## src/rtl/cheri_pkg.sv

```systemverilog
// cheri_pkg: shared types for the CHERI load/store arbitration slice.
//   arb_fsm_t  - arbiter ownership state encoding
//   arb_tag_t  - per-request owner tag kept until the LSU response returns
package cheri_pkg;

    typedef logic [1:0] arb_fsm_t;

    localparam arb_fsm_t ARB_IDLE = 2'd0;
    localparam arb_fsm_t ARB_CORE = 2'd1;
    localparam arb_fsm_t ARB_TBRE = 2'd2;

    typedef struct packed {
        logic owner_tbre;
        logic we;
    } arb_tag_t;

endpackage

```

## src/rtl/cheri_arb_tag_fifo.sv

```systemverilog
// cheri_arb_tag_fifo: Depth-entry synchronous FIFO of arb_tag_t owner tags.
// Ports:
//   clk_i, rst_ni   - clock, asynchronous active-low reset
//   push_i, data_i  - write a tag (accepted when not full, or when popping)
//   pop_i           - drop the head entry (ignored when empty)
//   full_o, empty_o - occupancy flags
//   head_o          - oldest entry
import cheri_pkg::*;

module cheri_arb_tag_fifo #(
    parameter int unsigned Depth = 2
) (
    input  logic     clk_i,
    input  logic     rst_ni,
    input  logic     push_i,
    input  arb_tag_t data_i,
    input  logic     pop_i,
    output logic     full_o,
    output logic     empty_o,
    output arb_tag_t head_o
);

    localparam int unsigned AW = $clog2(Depth);

    // Pointers carry one extra wrap bit so full and empty are distinguishable.
    logic [AW:0] wptr_q, wptr_d;
    logic [AW:0] rptr_q, rptr_d;
    arb_tag_t    mem_q [Depth];
    logic        do_push;
    logic        do_pop;

    assign empty_o = (wptr_q == rptr_q);
    assign full_o  = (wptr_q[AW] != rptr_q[AW]) && (wptr_q[AW-1:0] == rptr_q[AW-1:0]);
    assign head_o  = mem_q[rptr_q[AW-1:0]];

    assign do_pop  = pop_i && !empty_o;
    assign do_push = push_i && (!full_o || do_pop);

    always_comb begin
        wptr_d = wptr_q;
        rptr_d = rptr_q;
        if (do_push) begin
            wptr_d = wptr_q + (AW+1)'(1);
        end
        if (do_pop) begin
            rptr_d = rptr_q + (AW+1)'(1);
        end
    end

    always_ff @(posedge clk_i or negedge rst_ni) begin
        if (!rst_ni) begin
            wptr_q <= '0;
            rptr_q <= '0;
            for (int unsigned i = 0; i < Depth; i++) begin
                mem_q[i] <= '0;
            end
        end else begin
            wptr_q <= wptr_d;
            rptr_q <= rptr_d;
            if (do_push) begin
                mem_q[wptr_q[AW-1:0]] <= data_i;
            end
        end
    end

endmodule

```

## src/rtl/cheri_lsu_arb.sv

```systemverilog
// cheri_lsu_arb: shares the load/store unit between the core pipeline and the
// TBRE revocation engine.
// Ports:
//   clk_i, rst_ni              - clock, asynchronous active-low reset
//   core_* / tbre_*            - request sources (req, we, is_cap, addr, wdata)
//   lsu_*_o                    - muxed request towards the LSU
//   lsu_req_done_i             - LSU accepted the current request
//   lsu_resp_valid_i/_err_i    - LSU response
//   core/tbre_req_done_o       - per-requester acceptance pulses
//   core/tbre_resp_valid_o     - routed response valid
//   resp_err_o                 - response error pass-through
//   tbre_resp_is_wr_o          - routed TBRE response belongs to a write
//   snoop_*                    - core-owned acceptances for TBRE collision checks
//   arb_busy_o                 - not idle, or responses still outstanding
import cheri_pkg::*;

module cheri_lsu_arb #(
    parameter int unsigned MaxStall = 8,
    parameter int unsigned OsDepth  = 2
) (
    input  logic        clk_i,
    input  logic        rst_ni,
    input  logic        core_req_i,
    input  logic        core_we_i,
    input  logic        core_is_cap_i,
    input  logic [31:0] core_addr_i,
    input  logic [32:0] core_wdata_i,
    input  logic        tbre_req_i,
    input  logic        tbre_we_i,
    input  logic        tbre_is_cap_i,
    input  logic [31:0] tbre_addr_i,
    input  logic [32:0] tbre_wdata_i,
    output logic        lsu_req_o,
    output logic        lsu_we_o,
    output logic        lsu_is_cap_o,
    output logic [31:0] lsu_addr_o,
    output logic [32:0] lsu_wdata_o,
    input  logic        lsu_req_done_i,
    input  logic        lsu_resp_valid_i,
    input  logic        lsu_resp_err_i,
    output logic        core_req_done_o,
    output logic        tbre_req_done_o,
    output logic        core_resp_valid_o,
    output logic        tbre_resp_valid_o,
    output logic        resp_err_o,
    output logic        tbre_resp_is_wr_o,
    output logic        snoop_req_done_o,
    output logic        snoop_we_o,
    output logic [31:0] snoop_addr_o,
    output logic        arb_busy_o
);

    localparam int unsigned CntW = $clog2(MaxStall + 1);

    arb_fsm_t        state_q, state_d;
    logic [CntW-1:0] stall_cnt_q, stall_cnt_d;

    logic     fifo_full;
    logic     fifo_empty;
    arb_tag_t fifo_head;
    arb_tag_t push_tag;
    logic     pop;
    logic     space;
    logic     stall_at_max;
    logic     sel_tbre;
    logic     owner_core;
    logic     owner_tbre;
    logic     owner_req;
    logic     req;
    logic     acc;

    assign pop          = lsu_resp_valid_i && !fifo_empty;
    assign space        = !fifo_full || pop;
    assign stall_at_max = (stall_cnt_q >= CntW'(MaxStall));
    assign sel_tbre     = tbre_req_i && (!core_req_i || stall_at_max);

    // Ownership: chosen combinationally in IDLE (zero-latency forwarding),
    // locked in CORE/TBRE until acceptance or withdrawal.
    always_comb begin
        owner_core = 1'b0;
        owner_tbre = 1'b0;
        case (state_q)
            ARB_IDLE: begin
                if (space) begin
                    if (sel_tbre) begin
                        owner_tbre = 1'b1;
                    end else if (core_req_i) begin
                        owner_core = 1'b1;
                    end
                end
            end
            ARB_CORE: owner_core = 1'b1;
            ARB_TBRE: owner_tbre = 1'b1;
            default: ;
        endcase
    end

    assign owner_req = (owner_core && core_req_i) || (owner_tbre && tbre_req_i);
    assign req       = owner_req && space;
    assign acc       = req && lsu_req_done_i;

    always_comb begin
        state_d = state_q;
        case (state_q)
            ARB_IDLE: begin
                if (req && !lsu_req_done_i) begin
                    state_d = owner_tbre ? ARB_TBRE : ARB_CORE;
                end
            end
            ARB_CORE, ARB_TBRE: begin
                if (acc || !owner_req) begin
                    state_d = ARB_IDLE;
                end
            end
            default: state_d = ARB_IDLE;
        endcase
    end

    always_comb begin
        stall_cnt_d = stall_cnt_q;
        if (!tbre_req_i || (acc && owner_tbre)) begin
            stall_cnt_d = '0;
        end else if (!owner_tbre && !stall_at_max) begin
            stall_cnt_d = stall_cnt_q + CntW'(1);
        end
    end

    always_ff @(posedge clk_i or negedge rst_ni) begin
        if (!rst_ni) begin
            state_q     <= ARB_IDLE;
            stall_cnt_q <= '0;
        end else begin
            state_q     <= state_d;
            stall_cnt_q <= stall_cnt_d;
        end
    end

    always_comb begin
        push_tag            = '0;
        push_tag.owner_tbre = owner_tbre;
        push_tag.we         = owner_tbre ? tbre_we_i : core_we_i;
    end

    cheri_arb_tag_fifo #(
        .Depth (OsDepth)
    ) u_tag_fifo (
        .clk_i   (clk_i),
        .rst_ni  (rst_ni),
        .push_i  (acc),
        .data_i  (push_tag),
        .pop_i   (pop),
        .full_o  (fifo_full),
        .empty_o (fifo_empty),
        .head_o  (fifo_head)
    );

    // Outputs are forced low while reset is held, since IDLE forwards
    // requester inputs combinationally.
    always_comb begin
        lsu_req_o         = req;
        lsu_we_o          = 1'b0;
        lsu_is_cap_o      = 1'b0;
        lsu_addr_o        = '0;
        lsu_wdata_o       = '0;
        snoop_we_o        = 1'b0;
        snoop_addr_o      = '0;
        if (owner_core) begin
            lsu_we_o     = core_we_i;
            lsu_is_cap_o = core_is_cap_i;
            lsu_addr_o   = core_addr_i;
            lsu_wdata_o  = core_wdata_i;
            snoop_we_o   = core_we_i;
            snoop_addr_o = core_addr_i;
        end else if (owner_tbre) begin
            lsu_we_o     = tbre_we_i;
            lsu_is_cap_o = tbre_is_cap_i;
            lsu_addr_o   = tbre_addr_i;
            lsu_wdata_o  = tbre_wdata_i;
        end
        core_req_done_o   = acc && owner_core;
        tbre_req_done_o   = acc && owner_tbre;
        snoop_req_done_o  = acc && owner_core;
        core_resp_valid_o = pop && !fifo_head.owner_tbre;
        tbre_resp_valid_o = pop && fifo_head.owner_tbre;
        tbre_resp_is_wr_o = pop && fifo_head.owner_tbre && fifo_head.we;
        resp_err_o        = lsu_resp_err_i;
        arb_busy_o        = (state_q != ARB_IDLE) || !fifo_empty;
        if (!rst_ni) begin
            lsu_req_o         = 1'b0;
            lsu_we_o          = 1'b0;
            lsu_is_cap_o      = 1'b0;
            lsu_addr_o        = '0;
            lsu_wdata_o       = '0;
            snoop_we_o        = 1'b0;
            snoop_addr_o      = '0;
            core_req_done_o   = 1'b0;
            tbre_req_done_o   = 1'b0;
            snoop_req_done_o  = 1'b0;
            core_resp_valid_o = 1'b0;
            tbre_resp_valid_o = 1'b0;
            tbre_resp_is_wr_o = 1'b0;
            resp_err_o        = 1'b0;
            arb_busy_o        = 1'b0;
        end
    end

endmodule
```

## config.mk

```make
export PLATFORM = sky130hd
export DESIGN_NAME = cheri_lsu_arb
export DESIGN_NICKNAME = d
export VERILOG_FILES = /design/src/rtl/cheri_pkg.sv /design/src/rtl/cheri_arb_tag_fifo.sv /design/src/rtl/cheri_lsu_arb.sv
export SDC_FILE = /design/constraint.sdc
export NUM_CORES = 1
export LEC_CHECK = 0
export BUFFER_PORTS_ARGS = -buffer_cell sky130_fd_sc_hd__buf_4
export CAP_MARGIN = 20
export CORE_AREA = 5 5 95 97
export DETAILED_ROUTE_END_ITERATION = 10
export DIE_AREA = 0 0 100 102
export SYNTH_ARGS = -nofsm -noshare
export SYNTH_HDL_FRONTEND = slang
export SYNTH_SLANG_ARGS = --single-unit
```

## constraint.sdc

```tcl
create_clock -name clk_i -period 4 [get_ports clk_i]
set_input_delay 0.6 -clock clk_i [delete_from_list [all_inputs] [get_ports clk_i]]
set_output_delay 0.6 -clock clk_i [all_outputs]
set_load 0.01 [all_outputs]
```

# ---- After elaboration in Yosys (flattened, before gate mapping)
# Index checks and enable logic that the tools add are counted.
dict set report totals {
  reg_bits 14
  latchBits 0
  ramBits 0
  rom_bits 0
  inputBits 141
  word_cells 106
  mem_count 0
}
dict set report op_classes {
  n_addsub 3
  multipliers 0
  div_mod_pow 0
  n_lt_le_gt_ge 4
  n_eq_ne 7
  n_shift 0
  n_mux 44
  bitwise 2
  reduce_logical 38
}
# operator n
set op_table {}
lappend op_table {{32-bit two-way mux} 5}
lappend op_table {{33-bit two-way mux} 3}
lappend op_table {{1-bit two-way mux} 22}
lappend op_table {{1-bit logical AND} 17}
lappend op_table {{2-bit two-way mux} 7}
lappend op_table {{1-bit logical NOT} 9}
lappend op_table {{4-bit two-way mux} 2}
lappend op_table {{1-bit logical OR} 7}
lappend op_table {{2-bit by 1-bit adder with 2-bit output, second input constant} 2}
lappend op_table {{4-bit by 1-bit adder with 4-bit output, second input constant} 1}
lappend op_table {{4-bit bitwise mux} 1}
lappend op_table {{2-bit >= comparator, second input constant} 2}
lappend op_table {{4-bit >= comparator, second input constant} 1}
lappend op_table {{2-bit != test, second input constant} 2}
lappend op_table {{1-bit inverter with 2-bit output} 2}
lappend op_table {{1-bit case mux with 2 select lines} 2}
lappend op_table {{2-bit case mux with 2 select lines} 1}
lappend op_table {{2-bit nonzero test} 2}
lappend op_table {{2-bit demux with 1-bit select} 1}
lappend op_table {{2-bit by 1-bit equality test with 1-bit output, second input constant} 1}
lappend op_table {{2-bit equality test} 1}
lappend op_table {{2-bit equality test, second input constant} 1}
lappend op_table {{2-bit logical NOT} 1}
lappend op_table {{2-bit by 1-bit less-than comparator with 1-bit output, second input constant} 1}
lappend op_table {{other kinds (4)} 4}

# ---- Logic depth before layout (Yosys ltp)
# Gate-level depths: netlist of the first run.
dict set report logic_depth {
  depth_word 13
  depth_mapped 8
}

# ---- Modules after synthesis
# From an unflattened synthesis of the first run, not the netlist that was laid out.
dict set report unflattened {
  hier_cells 263
  hier_area_um2 2128.3
}
# mod n_inst cells_each area_each_um2 seq_area_each_um2
set by_module_without_submodules {}
lappend by_module_without_submodules {cheri_lsu_arb 1 225 1704.1 150.1}
lappend by_module_without_submodules {cheri_arb_tag_fifo 1 38 424.2 200.2}

# ---- Worst setup path before layout of the first run
# No wires, ideal clock.
dict set report synth_path {
  kind {register to output}
  start {reg u_tag_fifo.wptr_q[1]}
  end {out snoop_req_done_o}
  arrival_ns 1.983
  required_ns 3.400
  setup_slack_ns 1.417
  path_stages_with_launch 7
  n_path_buf 2
  cell_sequence {dfrtp_1 > xnor2_1 > or3_1 > clkbuf_1 > nand3_1 > a211oi_1 > buf_4}
}
dict set report synth_via {
  elab_chain_cells 12
}
# element line
set synth_rtl {}
lappend synth_rtl {{from (decl)} cheri_arb_tag_fifo.sv:26} ;# logic [AW:0] wptr_q, wptr_d;
lappend synth_rtl {{from (signal assigned)} cheri_arb_tag_fifo.sv:58} ;# wptr_q <= wptr_d;
lappend synth_rtl {{2-bit equality test / 1-bit != test (equally long branches)} {cheri_arb_tag_fifo.sv:32, cheri_arb_tag_fifo.sv:33}}
lappend synth_rtl {{1-bit logical NOT / 1-bit logical AND (equally long branches)} {cheri_lsu_arb.sv:72, cheri_arb_tag_fifo.sv:33}}
lappend synth_rtl {{1-bit logical AND / 1-bit logical NOT (equally long branches)} {cheri_lsu_arb.sv:72, cheri_lsu_arb.sv:73}}
lappend synth_rtl {{1-bit logical OR *} cheri_lsu_arb.sv:73} ;# assign space = !fifo_full || pop;
lappend synth_rtl {{1-bit two-way mux} cheri_lsu_arb.sv:84} ;# if (space) begin
lappend synth_rtl {{1-bit case mux with 2 select lines} cheri_lsu_arb.sv:82} ;# case (state_q)
lappend synth_rtl {{1-bit logical AND} cheri_lsu_arb.sv:98} ;# assign owner_req = (owner_core && core_req_i) || (owner_tbre && tbre_req_i);
lappend synth_rtl {{1-bit logical OR} cheri_lsu_arb.sv:98}
lappend synth_rtl {{1-bit logical AND} cheri_lsu_arb.sv:99} ;# assign req = owner_req && space;
lappend synth_rtl {{1-bit logical AND} cheri_lsu_arb.sv:100} ;# assign acc = req && lsu_req_done_i;
lappend synth_rtl {{1-bit logical AND *} n/a}
lappend synth_rtl {{1-bit two-way mux *} n/a}
lappend synth_rtl {{to (decl)} cheri_lsu_arb.sv:47} ;# output logic snoop_req_done_o,
# Every way passes the cells marked *; elsewhere a longest branch is shown, timed or not.

# ---- Final worst setup path of the first run
dict set report layout_path {
  start {reg u_tag_fifo.wptr_q[1]}
  end {out lsu_wdata_o[2]}
}
dict set report layout_via {
  elab_chain_cells 9
}
# element line
set layout_rtl {}
lappend layout_rtl {{2-bit equality test / 1-bit != test (equally long branches)} {cheri_arb_tag_fifo.sv:32, cheri_arb_tag_fifo.sv:33}}
lappend layout_rtl {{1-bit logical NOT / 1-bit logical AND (equally long branches)} {cheri_lsu_arb.sv:72, cheri_arb_tag_fifo.sv:33}}
lappend layout_rtl {{1-bit logical AND / 1-bit logical NOT (equally long branches)} {cheri_lsu_arb.sv:72, cheri_lsu_arb.sv:73}}
lappend layout_rtl {{1-bit logical OR *} cheri_lsu_arb.sv:73}
lappend layout_rtl {{1-bit two-way mux} cheri_lsu_arb.sv:84}
lappend layout_rtl {{1-bit case mux with 2 select lines} cheri_lsu_arb.sv:82}
lappend layout_rtl {{33-bit two-way mux} cheri_lsu_arb.sv:174} ;# end else if (owner_tbre) begin
lappend layout_rtl {{33-bit two-way mux *} cheri_lsu_arb.sv:167} ;# if (owner_core) begin
lappend layout_rtl {{33-bit two-way mux *} cheri_lsu_arb.sv:188} ;# if (!rst_ni) begin
lappend layout_rtl {{to (decl)} cheri_lsu_arb.sv:37} ;# output logic [32:0] lsu_wdata_o,
# Marked as above.

==> out/results.txt, run 1 <==
status - complete, no violations
Vias - 2,775
Post-CTS Repair Setup Buffers - 0
Arr. time, crit path - 2.53 ns
total grt overflow - 0
iteration-0 DRC count of the detailed router - 108
chip width - 100 µm
Syn Area/Cell - 8.55 µm²
Max-slew headroom - 0.592
number of port buffers - 249
Final Hold Vio Count - 0
min-delay worst type - input port to asynchronous set/reset pin
die span in y - 102 µm
critical path class - flop to output port
root buf cell - clkbuf_8
CTS tree - built
# Max-Cap Violations - 0
leakage power - 2.08 nW
via/cell ratio - 4.93
Area growth syn-to-layout - 103%
post-synthesis sequential area ratio - 0.184
nets@finish - 605
most used cell, CP - buf_4
cells after synthesis - 223
Initial Util - 0.237
ys flop type - dfrtp_1
core outline area - 8050 µm²
VDD IR max - 465 µV
clock tree buffer depth - 2
clock slew at reported path FFs - 0.06 ns
Sw Pwr - 0.922 mW
Synth async-reset ratio - 1.00
PostCTS Resize Cnt - 0
hold buffers post-CTS - 0
Detail Route Antenna Nets - 0
CP max stage cell - xnor2_1
top cells by area, synth - a22o_1, dfrtp_1, and2_1
logic gate share of total power - 0.803
first-pass GRT wire length - 15,800 µm
final wirelength - 11,100 µm
post-synth cell types - 45
initial antenna violation count - 0
Slew Viols, Final - 0
skew final - 0.00188 ns
Final period util - 0.782
mapped cell area - 1910 µm²
top-area cell type share of the netlist area - 0.312
H-tree levels - 1
clock sinks - 14
worst hold slack - 0.213 ns
crit path capture type - output port
Clock power frac - 0.069
sw frac - 0.455
TritonCTS Buffers - 3
crit start category - flop
critical path's largest stage delay - 0.52 ns
internal power - 1.10 mW
share of cells above drive strength 1 - 0.579
gpl congestion - 0.876
RSZ-0062 raised after global routing - no
Setup-failing EPs final - 0
Cell Rows - 33
crit path max fanout - 66
post-layout min period - 3.13 ns
global-route usage over all layers - 0.198
Peak Freq - 320 MHz
dominant cell type by area after synthesis - a22o_1
Worst-Margin Slew - 0.608 ns
total die area - 10,200 µm²
number of global-route vias before repair - 2,719
ant diodes - 0
register bit total from synthesis - 14
post-DR wirelength/cell - 19.6 µm
Fill cells - 785
post-DP HPWL - 9230 µm
Post-synth EDFFs - 0
sequential power share - 0.128
syn nets - 369
largest net degree at the start of global routing - 67
TritonRoute pass-1 iters - 7
PwrDens - 523 nW/µm²
Clk Latency, worst-skew pair - 0.24 ns
Req. time, crit path - 3.40 ns
I/O pin cnt - 250
crit path cell chain - xnor2_1 -> o311ai_2 -> a21oi_4 -> buf_4 -> a22o_1 -> buf_4
Ys Warns - 0
Fin Setup TNS - 0 ns
DR DRC count - 0
## final timing paths
kind	from	end	slack, ns	cells after the start
min in group clk_i	u_tag_fifo.wptr_q[1]	u_tag_fifo.wptr_q[1]	0.49	1
max in group asynchronous	rst_ni	stall_cnt_q[0]	3.59	1
min reg2reg	u_tag_fifo.wptr_q[1]	u_tag_fifo.wptr_q[1]	0.49	1
min	rst_ni	state_q[0]	0.21	1
max	u_tag_fifo.wptr_q[1]	lsu_wdata_o[2]	0.87	6
max reg2reg	u_tag_fifo.wptr_q[1]	u_tag_fifo.mem_q[1]	1.98	4
## per-stage QoR
stage | setup WS, ns | instances | cell area [µm²] | util | total power, mW
after detailed placement | 1.18 | 559 | 3820 | 0.474 | 1.88
after global routing | 0.717 | 563 | 3870 | 0.481 | 2.17
after floorplan | 1.42 | 223 | 1910 | - | 1.17
after global placement | 1.20 | 559 | 3820 | 0.474 | 1.88
final | 0.871 | 563 | 3870 | 0.481 | 2.03
after CTS | 0.909 | 563 | 3870 | 0.481 | 2.03
## critical path, delay by kind of cell, from the launching register on
family                 cells  cell delay (ns)
AO/OA/AOI/OAI              3             0.72
buffers and inverters      2             0.63
XOR/XNOR                   1             0.52
flip-flops                 1             0.40
## cell usage after synthesis (4+ instances only)
master / n
ha_1: 5
buf_6: 4
nand3_1: 6
nor2_1: 4
and2_1: 36
a211oi_1: 4
a22o_1: 68
inv_1: 10
dfrtp_1: 14
xnor2_1: 4
nand2_1: 4
clkbuf_1: 6
buf_2: 10
## placed cells by master (no fill, tap or decap), types with 4 or more instances in the layout
cell type / count
a211oi_1: 4
a22o_1: 68
and2_1: 36
buf_4: 253
clkbuf_8: 4
dfrtp_1: 14
ha_1: 5
inv_1: 10
nand2_1: 4
nand3_1: 6
nor2_1: 4
xnor2_1: 4
## layer usage
| layer | wire length, µm | global-route usage |
|---|---|---|
| met5 | 0 | 0 |
| met4 | 157 | 0.0301 |
| met3 | 1040 | 0.0485 |
| met2 | 5500 | 0.339 |
| met1 | 4360 | 0.258 |
## power by group through the flow
| stage | Sequential, mW | Clock, mW | Combinational, mW |
|---|---|---|---|
| after floorplan | 0.239 | 0 | 0.931 |
| after global placement | 0.260 | 0 | 1.62 |
| after detailed placement | 0.260 | 0 | 1.62 |
| after CTS | 0.258 | 0.141 | 1.63 |
| final | 0.259 | 0.141 | 1.63 |
| after global routing | 0.268 | 0.149 | 1.75 |
## area by class of cell
class / instances / area [µm²] / share of cell area
clock buffer: 4 / 55.1 / 0.0142
inverter: 10 / 37.5 / 0.00970
timing repair buffer: 253 / 1900 / 0.491
sequential: 14 / 350 / 0.0905
multi-input combinational: 177 / 1400 / 0.361
tap: 105 / 131 / 0.0339
## registers in the layout, indices dropped and copies added (netlist names)
signal	cells
u_tag_fifo.rptr_q	2
stall_cnt_q	4
state_q	2
u_tag_fifo.wptr_q	2
u_tag_fifo.mem_q	4
## kinds of logic (layout without fill, tap and decap cells)
kind of cell,after synthesis,after routing,share of synthesized area
XOR/XNOR,7,7,0.0322
AND/OR/NAND/NOR,66,66,0.207
adder cells (fa/ha/maj),5,5,0.0328
flip-flops,14,14,0.184
buffers and inverters,32,267,0.0879
multiplexers,6,6,0.0335
AO/OA/AOI/OAI,93,93,0.423
Note: power is estimated with default switching activity, not from simulation.
==> inputs of run 2 (changes only) <==
--- a/config.mk
+++ b/config.mk
@@ -10,6 +10,7 @@
 export CORE_AREA = 5 5 95 97
 export DETAILED_ROUTE_END_ITERATION = 10
 export DIE_AREA = 0 0 100 102
+export PLACE_DENSITY = 0.66
 export SYNTH_ARGS = -nofsm -noshare
 export SYNTH_HDL_FRONTEND = slang
 export SYNTH_SLANG_ARGS = --single-unit
==> constraint.sdc (replaced) <==
create_clock -name clk_i -period 2.6 [get_ports clk_i]
set_input_delay 0.39 -clock clk_i [delete_from_list [all_inputs] [get_ports clk_i]]
set_output_delay 0.39 -clock clk_i [all_outputs]
set_load 0.01 [all_outputs]
==> out/results.txt, run 2 (same netlist as run 1, synthesis figures left out) <==
Req. time, crit path - 2.21 ns
min-delay worst type - input port to asynchronous set/reset pin
VDD IR max - 522 µV
Peak Freq - 394 MHz
total grt overflow - 0
root buf cell - clkbuf_8
final wirelength - 11,100 µm
crit start category - flop
critical path's largest stage delay - 0.45 ns
clock slew at reported path FFs - 0.06 ns
Slew Viols, Final - 0
via/cell ratio - 4.91
die span in y - 102 µm
Final period util - 0.976
worst setup path startpoint - u_tag_fifo.wptr_q[1]
chip width - 100 µm
clock sinks - 14
Cell Rows - 33
Fill cells - 754
status - complete, no violations
first-pass GRT wire length - 15,200 µm
crit path capture type - output port
Area growth syn-to-layout - 115%
CTS tree - built
largest net degree at the start of global routing - 58
post-DR wirelength/cell - 19.3 µm
core outline area - 8050 µm²
most used cell, CP - buf_4
I/O pin cnt - 250
Final Hold Vio Count - 0
Detail Route Antenna Nets - 0
hold buffers post-CTS - 0
top flop regs - stall_cnt_q (4), u_tag_fifo.mem_q (4)
placed cell count - 562
skew final - 0.000602 ns
Non-Filler Instances - 572
TritonRoute pass-1 iters - 4
Setup-failing EPs final - 0
post-layout min period - 2.54 ns
clock tree buffer depth - 2
logic gate share of total power - 0.820
Worst-Margin Slew - 0.547 ns
leakage power - 2.17 nW
Clk Latency, worst-skew pair - 0.25 ns
Vias - 2,809
total die area - 10,200 µm²
global-route usage over all layers - 0.188
number of global-route vias before repair - 2,702
Worst R2R Path Depth - 4
nets@finish - 614
crit path max fanout - 21
register-to-register setup slack - 0.65 ns
ant diodes - 0
sw frac - 0.436
critical path class - flop to output port
CP max stage cell - dfrtp_2
initial antenna violation count - 1
number of port buffers - 249
TritonCTS Buffers - 3
Initial Util - 0.237
post-DP HPWL - 9210 µm
most common cell after layout, fill and taps aside - buf_4
# Max-Cap Violations - 0
Reg2Reg Launch Point - u_tag_fifo.wptr_q[1]
R2R Path End - u_tag_fifo.mem_q[1]
gpl congestion - 0.879
H-tree levels - 1
internal power - 1.95 mW
most frequent cells in the layout - buf_4, a22o_1, and2_1
Arr. time, crit path - 2.15 ns
crit path cell chain - xnor2_4 -> o311ai_4 -> buf_4 -> a21oi_4 -> buf_12 -> clkbuf_16 -> a22o_1 -> buf_4
Clock power frac - 0.061
PwrDens - 843 nW/µm²
DR DRC count - 0
Sw Pwr - 1.51 mW
sequential power share - 0.119
share of cells above drive strength 1 - 0.602
PnR worst setup slack - 0.0626 ns
worst hold slack - 0.00402 ns
Setup Slack @ Placement - 0.132 ns
Max-slew headroom - 0.631
iteration-0 DRC count of the detailed router - 82
-- run 2: worst max path at each step --
stage               slack, ns               end  cells after the start
finish                   0.06    lsu_wdata_o[3]                      8
global route            -0.01  snoop_addr_o[29]                     10
detailed placement       0.13   lsu_wdata_o[24]                      6
floorplan                0.23  snoop_req_done_o                      6
global placement         0.17   lsu_wdata_o[28]                      6
CTS                     0.008   lsu_wdata_o[24]                      6
-- run 2: metrics by stage --
stage               area [µm²]  utilization  TNS [ns]  total power, mW
floorplan                 1910            -         0             1.80
global placement          3890        0.483         0             2.98
detailed placement        3890        0.483         0             2.99
CTS                       3990        0.495         0             3.28
global route              4110        0.510   -0.0743             3.70
finish                    4110        0.510         0             3.46
-- run 2: what timing repair did --
item / CTS / global route
buffers inserted: 2 / 1
setup endpoints to repair: 102 / 100
pin swaps: 2 / 3
gates resized for setup: 4 / 6
cloned: 0 / 3
-- run 2: per-layer routing --
metal,up-vias,part of all wire,global-route usage
met5,-,0.0018,0
met4,2,0.011,0.0404
met3,12,0.088,0.0403
met2,141,0.50,0.318
met1,1304,0.40,0.246
li1,1350,-,-
-- run 2: area by class of cell --
| cell class | count | area, µm² | share of cell area |
|---|---|---|---|
| clock buffers | 4 | 55.1 | 0.0134 |
| flip-flops and latches | 14 | 353 | 0.0859 |
| well taps | 105 | 131 | 0.0320 |
| repair buffers | 262 | 2080 | 0.507 |
| multi-input cells | 177 | 1450 | 0.352 |
| inverters | 10 | 37.5 | 0.00914 |
-- run 2: power groups by stage --
stage          Clock, mW  Sequential, mW  Combinational (mW)
2_1_floorplan          0           0.368                1.43
3_3_place_gp           0           0.385                2.59
3_5_place_dp           0           0.386                2.61
4_1_cts            0.220           0.395                2.67
5_1_grt            0.225           0.424                3.05
6_report           0.213           0.410                2.84
-- run 2: worst max-delay path, delay by kind of cell (launching register included) --
kind | cells | cell delay, ns
XOR/XNOR | 1 | 0.20
AO/OA/AOI/OAI | 3 | 0.61
buffers and inverters | 4 | 0.63
flip-flops | 1 | 0.45
==> inputs of run 3 (changes only) <==
--- a/config.mk
+++ b/config.mk
@@ -5,12 +5,13 @@
 export SDC_FILE = /design/constraint.sdc
 export NUM_CORES = 1
 export LEC_CHECK = 0
+export ABC_AREA = 1
 export BUFFER_PORTS_ARGS = -buffer_cell sky130_fd_sc_hd__buf_4
 export CAP_MARGIN = 20
-export CORE_AREA = 5 5 95 97
+export CORE_AREA = 5 5 94 96
 export DETAILED_ROUTE_END_ITERATION = 10
-export DIE_AREA = 0 0 100 102
-export PLACE_DENSITY = 0.66
+export DIE_AREA = 0 0 99 101
+export PLACE_DENSITY = 0.72
 export SYNTH_ARGS = -nofsm -noshare
 export SYNTH_HDL_FRONTEND = slang
 export SYNTH_SLANG_ARGS = --single-unit
==> out/results.txt, run 3 <==
Critical path buffers and inverters - 4
most common cell after layout, fill and taps aside - buf_4
Post-synth EDFFs - 0
Sequential Area - 350 µm²
clock tree buffer depth - 2
critical path's largest stage delay - 0.39 ns
syn nets - 542
most frequent cells in the layout - buf_4, nand2_1, inv_1
via/cell ratio - 4.69
number of port buffers - 249
share of cells above drive strength 1 - 0.453
PwrDens - 679 nW/µm²
# Max-Cap Violations - 0
critical path class - flop to output port
crit start category - flop
CP max stage cell - dfrtp_1
Final period util - 0.957
Initial Util - 0.279
mapped cell area - 2230 µm²
post-synth cell types - 26
min-delay worst type - flop to flop
number of global-route vias before repair - 3,304
Fill cells - 799
area of the multi-input gates - 1500 µm²
post-DP HPWL - 8310 µm
fin util - 0.528
skew final - 0.00685 ns
core outline area - 7970 µm²
initial antenna violation count - 0
dominant cell type by area after synthesis - nand2_1
post-synthesis sequential area ratio - 0.157
Area growth syn-to-layout - 89.0%
final wirelength - 10,200 µm
TritonCTS Buffers - 3
total die area - 10000 µm²
gpl congestion - 0.873
clock slew at reported path FFs - 0.06 ns
top cells by area, synth - nand2_1, dfrtp_1, inv_1
Cell Rows - 33
Synth async-reset ratio - 1.00
crit path max fanout - 37
Req. time, crit path - 2.21 ns
placed cell count - 726
largest net degree at the start of global routing - 68
top-area cell type share of the netlist area - 0.174
TritonRoute pass-1 iters - 4
register bit total from synthesis - 14
die span in y - 101 µm
DR DRC count - 0
crit path cell chain - inv_1 -> ha_2 -> inv_1 -> nor2_1 -> nand2_2 -> nand2_8 -> buf_12 -> nand2_1 -> o21ai_0 -> buf_4
crit path capture type - output port
synth cell count leaders - nand2_1, inv_1, nor2_1
top-count cell post-synth - nand2_1
Max-slew headroom - 0.741
Worst-Margin Slew - 0.389 ns
ant diodes - 0
cells after synthesis - 396
VDD IR max - 467 µV
Setup-failing EPs final - 0
H-tree levels - 1
Clk Latency, worst-skew pair - 0.24 ns
Detail Route Antenna Nets - 0
Slew Viols, Final - 0
nets@finish - 775
global-route usage over all layers - 0.184
iteration-0 DRC count of the detailed router - 100
Arr. time, crit path - 2.10 ns
Worst path top cell family by delay - buffers and inverters
CTS tree - built
status - complete, no violations
leakage power - 2.31 nW
chip width - 99 µm
Peak Freq - 402 MHz
Final Hold Vio Count - 0
total grt overflow - 0
Vias - 3,435
ys flop type - dfrtp_1
Ys Warns - 0
RSZ-0062 raised after global routing - yes
Non-Filler Instances - 732
root buf cell - clkbuf_8
post-layout min period - 2.49 ns
clock sinks - 14
Syn Area/Cell - 5.62 µm²
top flop regs - stall_cnt_q (4), u_tag_fifo.mem_q (4)
I/O pin cnt - 250
post-DR wirelength/cell - 14.0 µm
first-pass GRT wire length - 15,400 µm
most used cell, CP - inv_1
==> run 3: final timing paths <==
path	start	end	slack [ns]	depth (start not counted)
worst min-delay path	u_tag_fifo.mem_q[0]	u_tag_fifo.mem_q[0]	0.49	2
min in group asynchronous	rst_ni	state_q[1]	0.54	2
worst max register to register	state_q[0]	u_tag_fifo.wptr_q[1]	0.70	13
max in group asynchronous	rst_ni	stall_cnt_q[1]	1.42	3
worst min register to register	u_tag_fifo.mem_q[0]	u_tag_fifo.mem_q[0]	0.49	2
worst max-delay path	state_q[0]	lsu_wdata_o[3]	0.11	10
==> run 3: report_power, final <==
| group | switching (mW) | internal [mW] | leakage, nW | total (mW) |
|---|---|---|---|---|
| clock | 0.0712 | 0.102 | 0.0216 | 0.173 |
| combinational | 1.31 | 0.998 | 2.11 | 2.31 |
| sequential | 0.0723 | 0.306 | 0.178 | 0.378 |
| total | 1.45 | 1.41 | 2.31 | 2.86 |
==> run 3: layout make-up <==
class                   count  share of cell area
repair buffers            258               0.467
multi-input cells         292               0.356
flip-flops and latches     14              0.0832
inverters                  60              0.0535
well taps                 105              0.0312
clock buffers               3             0.00981
==> run 3: what timing repair did <==
action / 4_1_cts / 5_1_grt
resized for setup: 3 / 6
hold endpoints to repair: 7 / 0
hold buffers: 1 / 0
gates cloned: 1 / 0
setup buffers: 0 / 1
setup endpoints to repair: 67 / 86
pin swaps: 1 / 0
==> run 3: per-layer routing <==
metal	wire length [µm]	GRT usage
met1	3810	0.212
met2	5170	0.330
met3	1090	0.0581
met4	176	0.0473
met5	0	0
==> run 3: tightest hold or removal path: cells and delay by family (launching register included) <==
family	cells	cell delay, ns
flops	1	0.35
simple gates	2	0.11
==> run 3: logic make-up after synthesis <==
kind of cell | Yosys count | share of synthesized area
and+or+nand+nor | 203 | 0.412
xor gates and xnor gates | 4 | 0.0157
AOI/OAI and AO/OA | 79 | 0.201
adders and majority gates | 5 | 0.0281
buffers and inverters | 91 | 0.186
DFF | 14 | 0.157
==> run 3: metrics by stage <==
stage | setup slack [ns] | instance area (µm²) | hold WS, ns | total power [mW] | TNS, ns
2_1_floorplan | 0.524 | 2230 | 0.0944 | 1.74 | 0
3_3_place_gp | 0.217 | 4100 | 0.258 | 2.60 | 0
3_5_place_dp | 0.140 | 4100 | 0.257 | 2.64 | 0
4_1_cts | 0.0421 | 4180 | 0.488 | 2.86 | 0
5_1_grt | -0.0246 | 4210 | 0.525 | 3.14 | -0.102
6_report | 0.111 | 4210 | 0.490 | 2.86 | 0
